File: src/rtl/mem_port_arbiter_pkg.sv
// Shared types and constants for the two-port unified-memory arbiter.
package mem_port_arbiter_pkg;

    typedef enum logic [1:0] {
        StIdle  = 2'd0,
        StIssue = 2'd1,
        StWait  = 2'd2,
        StDone  = 2'd3
    } arb_state_e;

    localparam logic PORT_CORE = 1'b0;
    localparam logic PORT_LDR  = 1'b1;

endpackage

File: src/rtl/arb_rr_pick.sv
// Combinational two-way request picker: round-robin on last grant, or fixed port-0 priority.
module arb_rr_pick
    import mem_port_arbiter_pkg::*;
(
    input  logic req0,
    input  logic req1,
    input  logic last_gnt,
    input  logic fixed_prio,
    output logic gnt_id,
    output logic any
);

    always_comb begin
        any = req0 | req1;
        if (req0 && req1) begin
            gnt_id = fixed_prio ? PORT_CORE : ~last_gnt;
        end else begin
            // With no request at all the id is ignored by the caller.
            gnt_id = req0 ? PORT_CORE : PORT_LDR;
        end
    end

endmodule

File: src/rtl/mem_port_arbiter.sv
// Shares the unified instruction/data memory between the core datapath and the loader port.
// One transaction at a time: IDLE -> ISSUE -> (WAIT) -> DONE, then a one-cycle ack.
module mem_port_arbiter
    import mem_port_arbiter_pkg::*;
#(
    parameter int unsigned ADDR_W     = 32,
    parameter int unsigned DATA_W     = 32,
    parameter int unsigned RD_LAT     = 1,
    parameter int unsigned FIXED_PRIO = 0
) (
    input  logic              clk,
    input  logic              reset,
    input  logic              req0,
    input  logic              we0,
    input  logic [ADDR_W-1:0] addr0,
    input  logic [DATA_W-1:0] wdata0,
    input  logic              req1,
    input  logic              we1,
    input  logic [ADDR_W-1:0] addr1,
    input  logic [DATA_W-1:0] wdata1,
    output logic              ack0,
    output logic [DATA_W-1:0] rdata0,
    output logic              ack1,
    output logic [DATA_W-1:0] rdata1,
    output logic              busy,
    output logic              mem_en,
    output logic              mem_we,
    output logic [ADDR_W-1:0] mem_addr,
    output logic [DATA_W-1:0] mem_wdata,
    input  logic [DATA_W-1:0] mem_rdata
);

    localparam int unsigned     CntW      = $clog2(RD_LAT + 1);
    localparam logic [CntW-1:0] WaitInit  = CntW'(RD_LAT - 1);
    localparam logic            FixedPrio = (FIXED_PRIO != 0);

    arb_state_e        state_q, state_d;
    logic [CntW-1:0]   cnt_q, cnt_d;
    logic              last_gnt_q, last_gnt_d;
    logic              gnt_q;
    logic              we_q;
    logic [ADDR_W-1:0] addr_q;
    logic [DATA_W-1:0] wdata_q;
    logic [DATA_W-1:0] rdata0_q, rdata1_q;

    logic              pick_id, pick_any;
    logic              load, capture;
    logic              sel_we;
    logic [ADDR_W-1:0] sel_addr;
    logic [DATA_W-1:0] sel_wdata;

    arb_rr_pick u_pick (
        .req0       (req0),
        .req1       (req1),
        .last_gnt   (last_gnt_q),
        .fixed_prio (FixedPrio),
        .gnt_id     (pick_id),
        .any        (pick_any)
    );

    always_comb begin
        sel_we    = (pick_id == PORT_LDR) ? we1    : we0;
        sel_addr  = (pick_id == PORT_LDR) ? addr1  : addr0;
        sel_wdata = (pick_id == PORT_LDR) ? wdata1 : wdata0;
    end

    always_comb begin
        state_d    = state_q;
        cnt_d      = cnt_q;
        last_gnt_d = last_gnt_q;
        load       = 1'b0;
        capture    = 1'b0;
        unique case (state_q)
            StIdle: begin
                if (pick_any) begin
                    load    = 1'b1;
                    state_d = StIssue;
                end
            end
            StIssue: begin
                if (we_q) begin
                    state_d = StDone;
                end else begin
                    state_d = StWait;
                    cnt_d   = WaitInit;
                end
            end
            StWait: begin
                // Read data is only valid on the final wait cycle.
                if (cnt_q == '0) begin
                    capture = 1'b1;
                    state_d = StDone;
                end else begin
                    cnt_d = cnt_q - CntW'(1);
                end
            end
            StDone: begin
                last_gnt_d = gnt_q;
                state_d    = StIdle;
            end
            default: state_d = StIdle;
        endcase
    end

    always_ff @(posedge clk or posedge reset) begin
        if (reset) begin
            state_q    <= StIdle;
            cnt_q      <= '0;
            last_gnt_q <= PORT_LDR;
            gnt_q      <= PORT_CORE;
            we_q       <= 1'b0;
            addr_q     <= '0;
            wdata_q    <= '0;
            rdata0_q   <= '0;
            rdata1_q   <= '0;
        end else begin
            state_q    <= state_d;
            cnt_q      <= cnt_d;
            last_gnt_q <= last_gnt_d;
            if (load) begin
                gnt_q   <= pick_id;
                we_q    <= sel_we;
                addr_q  <= sel_addr;
                wdata_q <= sel_wdata;
            end
            if (capture) begin
                if (gnt_q == PORT_LDR) begin
                    rdata1_q <= mem_rdata;
                end else begin
                    rdata0_q <= mem_rdata;
                end
            end
        end
    end

    // Address/data/we hold their latched values; only mem_en marks a real access.
    assign mem_en    = (state_q == StIssue);
    assign mem_we    = we_q;
    assign mem_addr  = addr_q;
    assign mem_wdata = wdata_q;
    assign busy      = (state_q != StIdle);
    assign ack0      = (state_q == StDone) && (gnt_q == PORT_CORE);
    assign ack1      = (state_q == StDone) && (gnt_q == PORT_LDR);
    assign rdata0    = rdata0_q;
    assign rdata1    = rdata1_q;

endmodule

File: config.mk
export PLATFORM = sky130hd
export DESIGN_NAME = mem_port_arbiter
export DESIGN_NICKNAME = d
export VERILOG_FILES = /design/src/rtl/mem_port_arbiter_pkg.sv /design/src/rtl/arb_rr_pick.sv /design/src/rtl/mem_port_arbiter.sv
export SDC_FILE = /design/constraint.sdc
export NUM_CORES = 1
export LEC_CHECK = 0
export CELL_PAD_IN_SITES_DETAIL_PLACEMENT = 0
export CELL_PAD_IN_SITES_GLOBAL_PLACEMENT = 2
export CORE_MARGIN = 8
export CORE_UTILIZATION = 24
export CTS_CLUSTER_SIZE = 28
export DETAILED_ROUTE_END_ITERATION = 7
export PLACE_DENSITY_LB_ADDON = 0.08
export SLEW_MARGIN = 15
export SYNTH_ARGS = -nofsm -noshare
export SYNTH_HDL_FRONTEND = slang
export SYNTH_HIERARCHICAL = 1
export SYNTH_SLANG_ARGS = --single-unit
File: constraint.sdc
create_clock -name clk -period 6.33 [get_ports clk]
set_input_delay 1.5825 -clock clk [delete_from_list [all_inputs] [get_ports clk]]
set_output_delay 1.5825 -clock clk [all_outputs]
set_load 0.1 [all_outputs]
* After elaboration in Yosys (flattened, before gate mapping) *
Cells that the tools add are included.

storage, ports and cells
  bits in registers = 134
  bits in latches = 0
  memory bits (writable) = 0
  bits in read-only memories = 0
  bits of input ports = 166
  output and inout port bits = 133
  memories kept = 0

operators by class
  add/sub/neg operators = 1
  multipliers = 0
  div/mod/pow operators = 0
  magnitude comparators = 0
  equal/unequal tests = 6
  shift operators = 0
  multiplexer cells = 16
  bitwise operators = 3
  reductions and logical operators = 10

operators by type and width
  kind                                                 count
  two-way mux 32 bit                                   2
  two-way mux 1 bit                                    10
  one-hot mux 2 bit (4 select lines)                   1
  AND reduction 2 bit                                  4
  inequality test 2 bit, second input constant         3
  equality test 2 bit, second input constant           2
  two-way mux 2 bit                                    2
  nonzero test 2 bit                                   2
  logical AND 1 bit                                    3
  equality test 2 x 1 -> 1 bit, second input constant  1
  logical NOT 2 bit                                    1
  NOT 1 bit                                            2
  one-hot mux 1 bit (2 select lines)                   1
  OR 1 bit                                             1
  subtractor 1 bit, second input constant              1

* Depth between registers and ports, before layout *
Gate-level depths: netlist (run 1).

  depth in word-level cells = 3
  gate-level depth with buffers = 8
  depth with buffers taken out = 5

* Hierarchy *
Netlist (run 1), hierarchy kept.

by module, submodules not included
  module            times used  cells an instance  area an instance (µm²)
  mem_port_arbiter  1           446                5693.0
  arb_rr_pick       1           3                  22.5

* Worst setup path after synthesis (run 1) *
OpenSTA, ideal clock, no wires.

  path type = reg-to-output
  start = reg state_q[1]
  end = out ack0
  arrival time = 1.898 ns
  required time = 4.747 ns
  slack = 2.850 ns
  stages on the path, launching flop included = 3
  path through = dfrtp_1 ha_1 nor2b_1

between the ends
  cells in the longest elaborated chain, start to end = 2

RTL lines
  element                 RTL line                 RTL
  from (decl)             mem_port_arbiter.sv:37   arb_state_e state_q, state_d;
  from (signal assigned)  mem_port_arbiter.sv:107  state_q <= StIdle;
  from (signal assigned)  mem_port_arbiter.sv:117  state_q <= state_d;
  equality test 2 bit     mem_port_arbiter.sv:142  assign ack0 = (state_q == StDone) && (gnt_q == PORT_CORE);
  logical AND 1 bit       mem_port_arbiter.sv:142
  to (decl)               mem_port_arbiter.sv:21   output logic ack0,

Every way passes these cells.

* Worst setup path in the final report (run 1) *
  start = reg state_q[0]
  end = out busy

between the ends
  cells in the longest elaborated chain, start to end = 1

RTL lines
  element             RTL line                 RTL
  nonzero test 2 bit  mem_port_arbiter.sv:141  assign busy = (state_q != StIdle);
  to (decl)           mem_port_arbiter.sv:25   output logic busy,

Every way passes these cells.

==> impl_summary.txt, run 1 <==
----------------------------------------------------
[Setup path]
  Worst reg2reg setup slack ... between 3 and 4 ns
  R2r endpoint ... mem_wdata[14]$_DFFE_PP0P_
  Critical path class ... reg -> out
  Data required, critical path ... 4.75 ns
  Depth of the worst register-to-register path ... 6
  Worst reg2reg startpoint ... state_q[0]$_DFFE_PP0P_
  Crit path arrival time ... between 2 and 2.5 ns
  Critical path launch point type ... register
  Type of destination of the critical path ... output port
  Max FO, Critical Path ... 5

[Timing]
  Ratio of final minimum period to clock period ... about 62%
  Final min period ... 3.918 ns
  Slew at the pin closest to its max-slew limit ... roughly 1.1 ns
  Number of slew-limit violations in the final report ... 0
  Final Hold Violating Endpoints ... 0
  Relative slew slack ... between 20% and 30%
  Final setup violating endpoints ... 0
  Final clock skew ... 0.009931 ns
  Max Fclk ... 0.2552 GHz
  RSZ-0062 raised after global routing ... false
  Total negative slack for setup checks ... 0 ns

[Synth]
  Mapped Nets ... between 600 and 700
  Post-synthesis sequential area ratio ... between 50% and 60%
  Warnings from Yosys ... 6
  Total standard cell area after synthesis ... 5715 sq um
  Flip-flop and latch count after synthesis ... around 130
  Distinct cell type count after synthesis ... 21
  Average instance area after synthesis ... about 13 sq um
  Number of cells produced by synthesis ... between 400 and 500

[Drt]
  Avg WL per Cell ... roughly 18 um
  Final WL ... just under 20000 um
  Average vias per placed instance ... 4.151
  Detailed-router iteration count before antenna repair ... 4
  Post-route ant nets ... 0
  DRC ... 0
  Vias ... ~4500
  Violation count after the first detailed-routing iteration ... roughly 170

[Hold path]
  Hold/Removal Path Class ... reg -> reg
  Number of cells traversed by the worst hold path ... 1
  Worst hold path endpoint ... rdata1[23]$_DFFE_PP0P_
  Start point of the worst min-delay path ... rdata1[23]$_DFFE_PP0P_

[Clock tree]
  Maximum number of buffers from clock root to sink ... 2
  Clock tree from TritonCTS ... built
  Count of hold buffers inserted by post-cts repair ... 0
  Worst skew pair latency ... a little over 0.4 ns
  Total setup buffers inserted after CTS ... 0
  Number of sinks driven by the clock tree ... approximately 130
  Cts bufs inserted ... 17
  Clock-pin slew on the worst setup and hold paths ... 0.06 ns
  Post-cts resize count ... 0
  Maximum level of the CTS H-tree ... 4
  Buffer type at the clock tree root ... sky130_fd_sc_hd__clkbuf_16

[Placed design]
  Port-buffer cells ... approximately 300
  Routability Congestion ... 0.7638
  Hpwl dp ... between 10000 and 15000 um

[Run status]
  Run status ... finished, final reports clean

[Finish]
  Layout net count ... 911
  P&R area growth vs syn ... 66.42%
  Proportion of layout cells with a drive suffix above 1 ... about 14%
  Commonest cells after routing, fill and taps aside ... 298 x sky130_fd_sc_hd__clkdlybuf4s50_1, 132 x sky130_fd_sc_hd__dfrtp_1, 66 x sky130_fd_sc_hd__nor2_1, 65 x sky130_fd_sc_hd__mux2i_1, 65 x sky130_fd_sc_hd__a21oi_1
  Fill cell total of the finished layout ... ~2300
  Diodes inserted ... 0
  Most common cell after layout, fill and taps aside ... sky130_fd_sc_hd__clkdlybuf4s50_1

[Floorplanning]
  Chip width ... roughly 170 um
  Vert. Die Dim ... 170.3 um
  Initial core utilization ... about 24%
  DIE AREA ... approximately 29000 sq um
  Placement Rows ... 56
  Boundary pin count ... around 300
  Core footprint ... ~23000 sq um

[Global routing]
  First-pass GRT wire length ... just under 30000 um
  Number of antenna violations at the first check in global routing ... 1
  Vias in the first global route ... approximately 5000
  Pin count of the biggest net entering global routing ... 95
  Global router's overall resource usage ... between 10% and 20%
  Global route overflow ... 0

[Job]
  Maximum capacitance violations ... 0

----------------------------------------------------
## how the worst max path moves through the flow
| stage | from | end | slack (ns) | cells past startpoint |
|---|---|---|---|---|
| after floorplan | reset | gnt_q$_DFFE_PP0P_ | 1.19 | 1 |
| after global placement | req1 | mem_wdata[19]$_DFFE_PP0P_ | 2.51 | 6 |
| after detailed placement | req0 | mem_addr[29]$_DFFE_PP0P_ | 2.45 | 6 |
| after CTS | state_q[0]$_DFFE_PP0P_ | busy | 2.37 | 4 |
| after global routing | state_q[0]$_DFFE_PP0P_ | busy | 2.31 | 4 |
| final | state_q[0]$_DFFE_PP0P_ | busy | 2.41 | 4 |
## cells in the mapped netlist
| cell | n | share of area (%) |
|---|---|---|
| sky130_fd_sc_hd__buf_6 | 9 | 1.8 |
| sky130_fd_sc_hd__mux2_2 | 58 | 11 |
| sky130_fd_sc_hd__nand2b_1 | 1 | 0.11 |
| sky130_fd_sc_hd__buf_4 | 7 | 0.92 |
| sky130_fd_sc_hd__a21oi_1 | 65 | 5.7 |
| sky130_fd_sc_hd__dfrtp_1 | 132 | 58 |
| sky130_fd_sc_hd__inv_1 | 5 | 0.33 |
| sky130_fd_sc_hd__a32oi_1 | 1 | 0.15 |
| sky130_fd_sc_hd__and2_1 | 2 | 0.22 |
| sky130_fd_sc_hd__nor2b_1 | 2 | 0.22 |
| sky130_fd_sc_hd__o21ai_0 | 2 | 0.18 |
| sky130_fd_sc_hd__buf_2 | 14 | 1.2 |
| sky130_fd_sc_hd__nor2_1 | 66 | 4.3 |
| sky130_fd_sc_hd__or2_1 | 1 | 0.11 |
| sky130_fd_sc_hd__dfstp_2 | 1 | 0.46 |
| sky130_fd_sc_hd__mux2i_1 | 65 | 11 |
| sky130_fd_sc_hd__mux2_4 | 8 | 2.1 |
| sky130_fd_sc_hd__nand2_1 | 3 | 0.20 |
| sky130_fd_sc_hd__conb_1 | 1 | 0.066 |
| sky130_fd_sc_hd__o31ai_2 | 1 | 0.22 |
| sky130_fd_sc_hd__ha_1 | 5 | 1.1 |
## stage by stage
stage / cells / cell area (sq um) / worst slack, ns / hold WS (ns) / util, %
after detailed placement: 1040 / 8940 / 2.453 / 0.4913 / 38.20
after floorplan: 449 / 5715 / 1.195 / 0.5565 / -
after global placement: 1040 / 8940 / 2.507 / 0.4871 / 38.20
after CTS: 1072 / 9512 / 2.374 / 0.5051 / 40.64
after global routing: 1072 / 9512 / 2.306 / 0.5129 / 40.64
final: 1072 / 9512 / 2.412 / 0.5024 / 40.64
## routing by layer
layer  up-vias  GRT usage [%]  wire length [um]
met4         2          4.195               320
met1      2111          14.60              7590
met3        18          6.928              2135
met2       188          21.61              9271
met5         -              0                13
li1       2131              -                 -
## cell families after synthesis
kind of cell               Yosys count  share of synthesized area, %
AOI/OAI and AO/OA                   69                         6.239
adders and majority gates            5                         1.095
buffers and inverters               35                         4.247
DFF                                133                         58.25
muxes                              131                         24.91
other                                1                       0.06561
and+or+nand+nor                     75                         5.188
## sequential cells by signal, summed over array words and instances (netlist names)
register    cells
state_q         2
rdata1         32
rdata0         32
mem_we          1
gnt_q           1
mem_wdata      32
last_gnt_q      1
mem_addr       32
## critical path: stages, from the launching register on
cell and delay, ns:
sky130_fd_sc_hd__dfrtp_1 0.37, sky130_fd_sc_hd__inv_1 0.10, sky130_fd_sc_hd__ha_1 0.26, sky130_fd_sc_hd__inv_1 0.07, sky130_fd_sc_hd__clkdlybuf4s50_1 1.13
## layout make-up
type	instances	area (sq um)	share of cell area (%)
well taps	319	399.1	4.196
inverters	5	23.77	0.2499
clock inverters	15	146.4	1.539
multi-input cells	281	2162	22.73
flip-flops and latches	133	3329	35.00
clock buffers	17	425.4	4.473
repair buffers	302	3025	31.81
Power of run 1 is left out: the tool's default activity adds up to more than one toggle a clock period on the data nets, which glitch-free logic cannot reach.
==> inputs of run 2 (changes only) <==
==> constraint.sdc (replaced) <==
create_clock -name clk -period 3.7 [get_ports clk]
set_input_delay 0.925 -clock clk [delete_from_list [all_inputs] [get_ports clk]]
set_output_delay 0.925 -clock clk [all_outputs]
set_load 0.1 [all_outputs]
==> run 2 against run 1 <==
Net effect:
- cell count grew 0.37%
- register-to-register slack lost 2.5 ns
- critical path type unchanged
- first-iteration DRC count shrank 4.1%
- flip-flop and latch count is the same
- clock skew grew 0.0023 ns
- critical endpoint is now rdata1[5]
- worst setup slack lost 1.6 ns
==> impl_summary.txt, run 2 (synthesis results as in run 1) <==
----------------------------------------------------
[Global routing]
  Pin count of the biggest net entering global routing ... 49 (-48%)
  Vias in the first global route ... 4991 (-0.93%)
  Number of antenna violations at the first check in global routing ... 0 (-1)
  Global router's overall resource usage ... 13.37% (+0.18 points)
  Global route overflow ... 0 (unchanged)
  First-pass GRT wire length ... 29700 um (+2.0%)

[Timing]
  Final min period ... about 2.9 ns
  Max Fclk ... between 0.3 and 0.4 GHz
  Final setup violating endpoints ... 0 (unchanged)
  Ratio of final minimum period to clock period ... slightly below 80%
  Slew at the pin closest to its max-slew limit ... 1.050 ns (-0.07046 ns)
  Final Hold Violating Endpoints ... 0 (unchanged)
  Number of slew-limit violations in the final report ... 0 (unchanged)
  RSZ-0062 raised after global routing ... false
  Total negative slack for setup checks ... 0 ns (unchanged)
  Final clock skew ... 0.01221 ns (+0.002279 ns)
  Relative slew slack ... 29.77% (+4.6 points)

[Floorplanning]
  Vert. Die Dim ... 170.3 um (unchanged)
  Placement Rows ... 56 (unchanged)
  Initial core utilization ... 24.42% (unchanged)
  Boundary pin count ... 299 (unchanged)
  Chip width ... 170.3 um (unchanged)
  Core footprint ... 23400 sq um (unchanged)
  DIE AREA ... 29010 sq um (unchanged)

[Finish]
  Most common cell after layout, fill and taps aside ... sky130_fd_sc_hd__clkdlybuf4s50_1
  Fill cell total of the finished layout ... 2240 (-2.8%)
  Layout net count ... 916 (+0.55%)
  Commonest cells after routing, fill and taps aside ... 247 x sky130_fd_sc_hd__clkdlybuf4s50_1, 132 x sky130_fd_sc_hd__dfrtp_1, 66 x sky130_fd_sc_hd__nor2_1, 65 x sky130_fd_sc_hd__mux2i_1, 65 x sky130_fd_sc_hd__a21oi_1
  Sequential standard cell area ... 3329 sq um (unchanged)
  Multi-input combinational cell area ... 2162 sq um (unchanged)
  Diodes inserted ... 0 (unchanged)
  P&R area growth vs syn ... 66.22%
  Proportion of layout cells with a drive suffix above 1 ... 21.40% (+7.2 points)

[Drt]
  Detailed-router iteration count before antenna repair ... 4 (unchanged)
  Final WL ... 19400 um (+0.34%)
  DRC ... 0 (unchanged)
  Avg WL per Cell ... 18.03 um (about the same)
  Violation count after the first detailed-routing iteration ... 162 (-4.1%)
  Average vias per placed instance ... 4.083 (-1.6%)
  Vias ... 4393 (-1.3%)
  Post-route ant nets ... 0 (unchanged)

[Clock tree]
  Maximum level of the CTS H-tree ... 4 (unchanged)
  Count of hold buffers inserted by post-cts repair ... 0 (unchanged)
  Number of sinks driven by the clock tree ... 133 (unchanged)
  Total setup buffers inserted after CTS ... 0 (unchanged)
  Clock tree from TritonCTS ... built
  Post-cts resize count ... 0 (unchanged)
  Cts bufs inserted ... 17 (unchanged)
  Worst skew pair latency ... 0.41 ns (about the same)
  Maximum number of buffers from clock root to sink ... 2 (unchanged)
  Clock-pin slew on the worst setup and hold paths ... 0.06 ns (about the same)
  Buffer type at the clock tree root ... sky130_fd_sc_hd__clkbuf_16

[Setup path]
  Type of destination of the critical path ... output port
  Crit path buffers/inverters ... 1 (-2)
  Cell-by-cell listing of the critical path ... clkdlybuf4s50_1
  Critical path launch point type ... register
  Top delay family on crit path ... buffers and inverters
  Max FO, Critical Path ... 2 (-3)
  Critical path class ... reg -> out
  Data required, critical path ... 2.77 ns (-1.98 ns)
  Crit path arrival time ... 1.94 ns (-0.40 ns)
  Critical path's slowest cell ... sky130_fd_sc_hd__clkdlybuf4s50_1
  Delay of the slowest critical-path stage ... 1.18 ns (+0.05 ns)

[Hold path]
  Hold/Removal Path Class ... reg -> reg

[Placed design]
  Routability Congestion ... 0.7388 (-3.3%)
  Hpwl dp ... 15010 um (+2.7%)
  Port-buffer cells ... 298 (unchanged)

[Job]
  Maximum capacitance violations ... 0 (unchanged)

[Run status]
  Run status ... finished, final reports clean

----------------------------------------------------
-- run 2: changes by cell type in the layout (fill, tap and decap cells not counted), sizes merged --
cell,change
buf,+56
clkdlybuf4s50,-51
inv,-5
bufinv,+3
clkinv,+3
clkinvlp,-2
-- run 2: worst paths after layout --
| check | from | to | slack [ns] | cells after the start |
|---|---|---|---|---|
| setup / recovery | rdata1[5]$_DFFE_PP0P_ | rdata1[5] | 0.84 | 1 |
| min in group asynchronous | reset | mem_wdata[26]$_DFFE_PP0P_ | 0.94 | 2 |
| hold reg to reg | rdata0[4]$_DFFE_PP0P_ | rdata0[4]$_DFFE_PP0P_ | 0.50 | 1 |
| max in group asynchronous | reset | last_gnt_q$_DFFE_PP1N_ | 1.84 | 3 |
| hold / removal | rdata0[4]$_DFFE_PP0P_ | rdata0[4]$_DFFE_PP0P_ | 0.50 | 1 |
| setup reg to reg | state_q[0]$_DFFE_PP0P_ | rdata0[22]$_DFFE_PP0P_ | 1.44 | 5 |
-- run 2: layout make-up --
cell class	instances	share of cell area [%]
multi-input cells	281	22.76
flip-flops and latches	133	35.05
well taps	319	4.201
clock inverters	14	2.120
inverters	5	0.2371
clock buffers	17	4.478
repair buffers	307	31.16
-- run 2: metal layers --
layer / wire length [um] / GRT usage, %
met5: 0 / 0
met4: 119 / 3.089
met3: 2077 / 6.742
met2: 9749 / 23.19
met1: 7451 / 14.34
-- run 2: stage by stage --
step / instance area [sq um] / worst slack (ns) / instances / util [%] / hold WS (ns)
4_1_cts: 9500 / 0.8070 / 1076 / 40.60 / 0.5086
6_report: 9500 / 0.8362 / 1076 / 40.60 / 0.5021
3_3_place_gp: 8874 / 0.9041 / 1045 / 37.92 / 0.4857
2_1_floorplan: 5719 / 0.8774 / 449 / - / 0.5565
3_5_place_dp: 8874 / 0.8741 / 1045 / 37.92 / 0.4916
5_1_grt: 9500 / 0.7596 / 1076 / 40.60 / 0.5237
Power of run 2 is left out for the same reason.
==> inputs of run 3 (changes only) <==
==> constraint.sdc (replaced) <==
create_clock -name clk -period 2.8 [get_ports clk]
set_input_delay 0.7 -clock clk [delete_from_list [all_inputs] [get_ports clk]]
set_output_delay 0.7 -clock clk [all_outputs]
set_load 0.1 [all_outputs]
==> run 3 against run 2 <==
Net effect:
- flip-flop and latch count unchanged
- die area stayed put
- register-to-register slack worse by 0.49 ns
- first-iteration DRC count shrank 1.9%
- highest routed layer unchanged
==> impl_summary.txt, run 3 (synthesis results as in run 1) <==
----------------------------------------------------
[Run status]
  Run status ... finished, final reports clean

[Timing]
  Worst hold slack ... 0.5046 ns (+0.002500 ns)
  Slew at the pin closest to its max-slew limit ... 0.5186 ns (-0.5316 ns)
  Ratio of final minimum period to clock period ... roughly 78%
  Relative slew slack ... 65.43% (+36 points)
  Final setup violating endpoints ... 0 (unchanged)
  RSZ-0062 raised after global routing ... false
  Post-layout worst setup margin ... 0.6165 ns (-0.2197 ns)
  Final Hold Violating Endpoints ... 0 (unchanged)
  Total negative slack for setup checks ... 0 ns (unchanged)
  Number of slew-limit violations in the final report ... 0 (unchanged)
  Max Fclk ... around 0.46 GHz
  Final min period ... ~2.2 ns
  Final clock skew ... 0.01305 ns (+0.0008373 ns)

[Setup path]
  Critical path class ... reg -> out
  Critical path's slowest cell ... sky130_fd_sc_hd__dfrtp_1
  Worst reg2reg setup slack ... 0.95 ns (-0.49 ns)
  Max FO, Critical Path ... 5 (+3)
  Critical path launch point type ... register
  Data required, critical path ... 2.10 ns (-0.67 ns)
  Worst reg2reg startpoint ... state_q[0]$_DFFE_PP0P_
  Top delay family on crit path ... buffers and inverters
  Crit path buffers/inverters ... 3 (+2)
  Stages on the worst setup path ... 4 (+3)
  Depth of the worst register-to-register path ... 5 (unchanged)
  Launch point of the worst path ... state_q[0]$_DFFE_PP0P_
  Capture point of the critical path ... busy
  Delay of the slowest critical-path stage ... 0.37 ns (-0.81 ns)
  R2r endpoint ... rdata0[28]$_DFFE_PP0P_
  Type of destination of the critical path ... output port
  Crit path arrival time ... 1.48 ns (-0.46 ns)
  Most common cell on crit path ... sky130_fd_sc_hd__inv_1
  Cell-by-cell listing of the critical path ... inv_1 -> ha_1 -> inv_1 -> buf_4

[Finish]
  Commonest cells after routing, fill and taps aside ... 165 x sky130_fd_sc_hd__clkdlybuf4s50_1, 137 x sky130_fd_sc_hd__buf_4, 132 x sky130_fd_sc_hd__dfrtp_1, 66 x sky130_fd_sc_hd__nor2_1
  Proportion of layout cells with a drive suffix above 1 ... 32.23% (+11 points)
  Layout net count ... 916 (unchanged)
  Most common cell after layout, fill and taps aside ... sky130_fd_sc_hd__clkdlybuf4s50_1
  P&R area growth vs syn ... 63.03%
  Diodes inserted ... 0 (unchanged)

[Global routing]
  First-pass GRT wire length ... 29810 um (+0.39%)
  Global route overflow ... 0 (unchanged)
  Global router's overall resource usage ... 13.37% (about the same)
  Pin count of the biggest net entering global routing ... 87 (+78%)
  Vias in the first global route ... 4971 (-0.40%)
  Number of antenna violations at the first check in global routing ... 0 (unchanged)

[Drt]
  Vias ... 4499 (+2.4%)
  Detailed-router iteration count before antenna repair ... 4 (unchanged)
  Final WL ... 19170 um (-1.2%)
  DRC ... 0 (unchanged)
  Avg WL per Cell ... 17.81 um (-1.2%)
  Violation count after the first detailed-routing iteration ... 159 (-1.9%)
  Post-route ant nets ... 0 (unchanged)
  Average vias per placed instance ... 4.181 (+2.4%)

[Floorplanning]
  Core footprint ... 23400 sq um (unchanged)
  Boundary pin count ... 299 (unchanged)
  DIE AREA ... 29010 sq um (unchanged)
  Chip width ... 170.3 um (unchanged)
  Vert. Die Dim ... 170.3 um (unchanged)
  Initial core utilization ... 24.42% (unchanged)
  Placement Rows ... 56 (unchanged)

[Placed design]
  Hpwl dp ... 14580 um (-2.9%)
  Setup Slack @ Placement ... 0.3628 ns (-0.5113 ns)
  Port-buffer cells ... 298 (unchanged)
  Routability Congestion ... 0.7305 (-1.1%)

[Job]
  Maximum capacitance violations ... 0 (unchanged)

[Clock tree]
  Number of sinks driven by the clock tree ... 133 (unchanged)
  Clock-pin slew on the worst setup and hold paths ... 0.06 ns (about the same)
  Post-cts resize count ... 0 (unchanged)
  Count of hold buffers inserted by post-cts repair ... 0 (unchanged)
  Total setup buffers inserted after CTS ... 0 (unchanged)
  Buffer type at the clock tree root ... sky130_fd_sc_hd__clkbuf_16
  Cts bufs inserted ... 17 (unchanged)
  Worst skew pair latency ... 0.42 ns (about the same)
  Maximum number of buffers from clock root to sink ... 2 (unchanged)
  Clock tree from TritonCTS ... built
  Maximum level of the CTS H-tree ... 4 (unchanged)

[Hold path]
  Hold/Removal Path Class ... reg -> reg

----------------------------------------------------
-- run 3: worst reg2reg max path, cell delays in order, from the launching register on --
cell and delay, ns:
sky130_fd_sc_hd__dfrtp_1 0.40, sky130_fd_sc_hd__inv_1 0.15, sky130_fd_sc_hd__ha_1 0.20, sky130_fd_sc_hd__nor2b_4 0.13
sky130_fd_sc_hd__buf_4 0.42, sky130_fd_sc_hd__mux2_2 0.44
-- run 3: through the flow --
step / instance area [sq um] / cells / utilization [%]
2_1_floorplan: 5719 / 449 / -
3_3_place_gp: 8693 / 1045 / 37.15
3_5_place_dp: 8693 / 1045 / 37.15
4_1_cts: 9318 / 1076 / 39.82
5_1_grt: 9318 / 1076 / 39.82
6_report: 9318 / 1076 / 39.82
-- run 3: how the worst min path moves through the flow --
stage / from / endpoint / slack [ns] / cells past startpoint
6_report: rdata1[13]$_DFFE_PP0P_ / rdata1[13]$_DFFE_PP0P_ / 0.50 / 1
4_1_cts: rdata1[4]$_DFFE_PP0P_ / rdata1[4]$_DFFE_PP0P_ / 0.51 / 1
3_3_place_gp: rdata1[0]$_DFFE_PP0P_ / rdata1[0]$_DFFE_PP0P_ / 0.49 / 1
2_1_floorplan: gnt_q$_DFFE_PP0P_ / gnt_q$_DFFE_PP0P_ / 0.56 / 1
5_1_grt: rdata1[24]$_DFFE_PP0P_ / rdata1[24]$_DFFE_PP0P_ / 0.52 / 1
3_5_place_dp: rdata1[4]$_DFFE_PP0P_ / rdata1[4]$_DFFE_PP0P_ / 0.50 / 1
-- run 3: routing by layer --
metal  GRT usage, %  up-vias  wire length [um]
met5              0        -                 0
met4          3.280        0               181
met3          6.395        9              1899
met2          22.36      172              9486
met1          15.15     2169              7600
li1               -     2149                 -
-- run 3: layout make-up --
| cell class | count | area (sq um) |
|---|---|---|
| clock buffers | 17 | 425.4 |
| clock inverters | 14 | 198.9 |
| fillers | 2296 | 14080 |
| inverters | 5 | 22.52 |
| multi-input cells | 281 | 2162 |
| flip-flops and latches | 133 | 3329 |
| well taps | 319 | 399.1 |
| repair buffers | 307 | 2780 |
Power of run 3 is left out for the same reason.
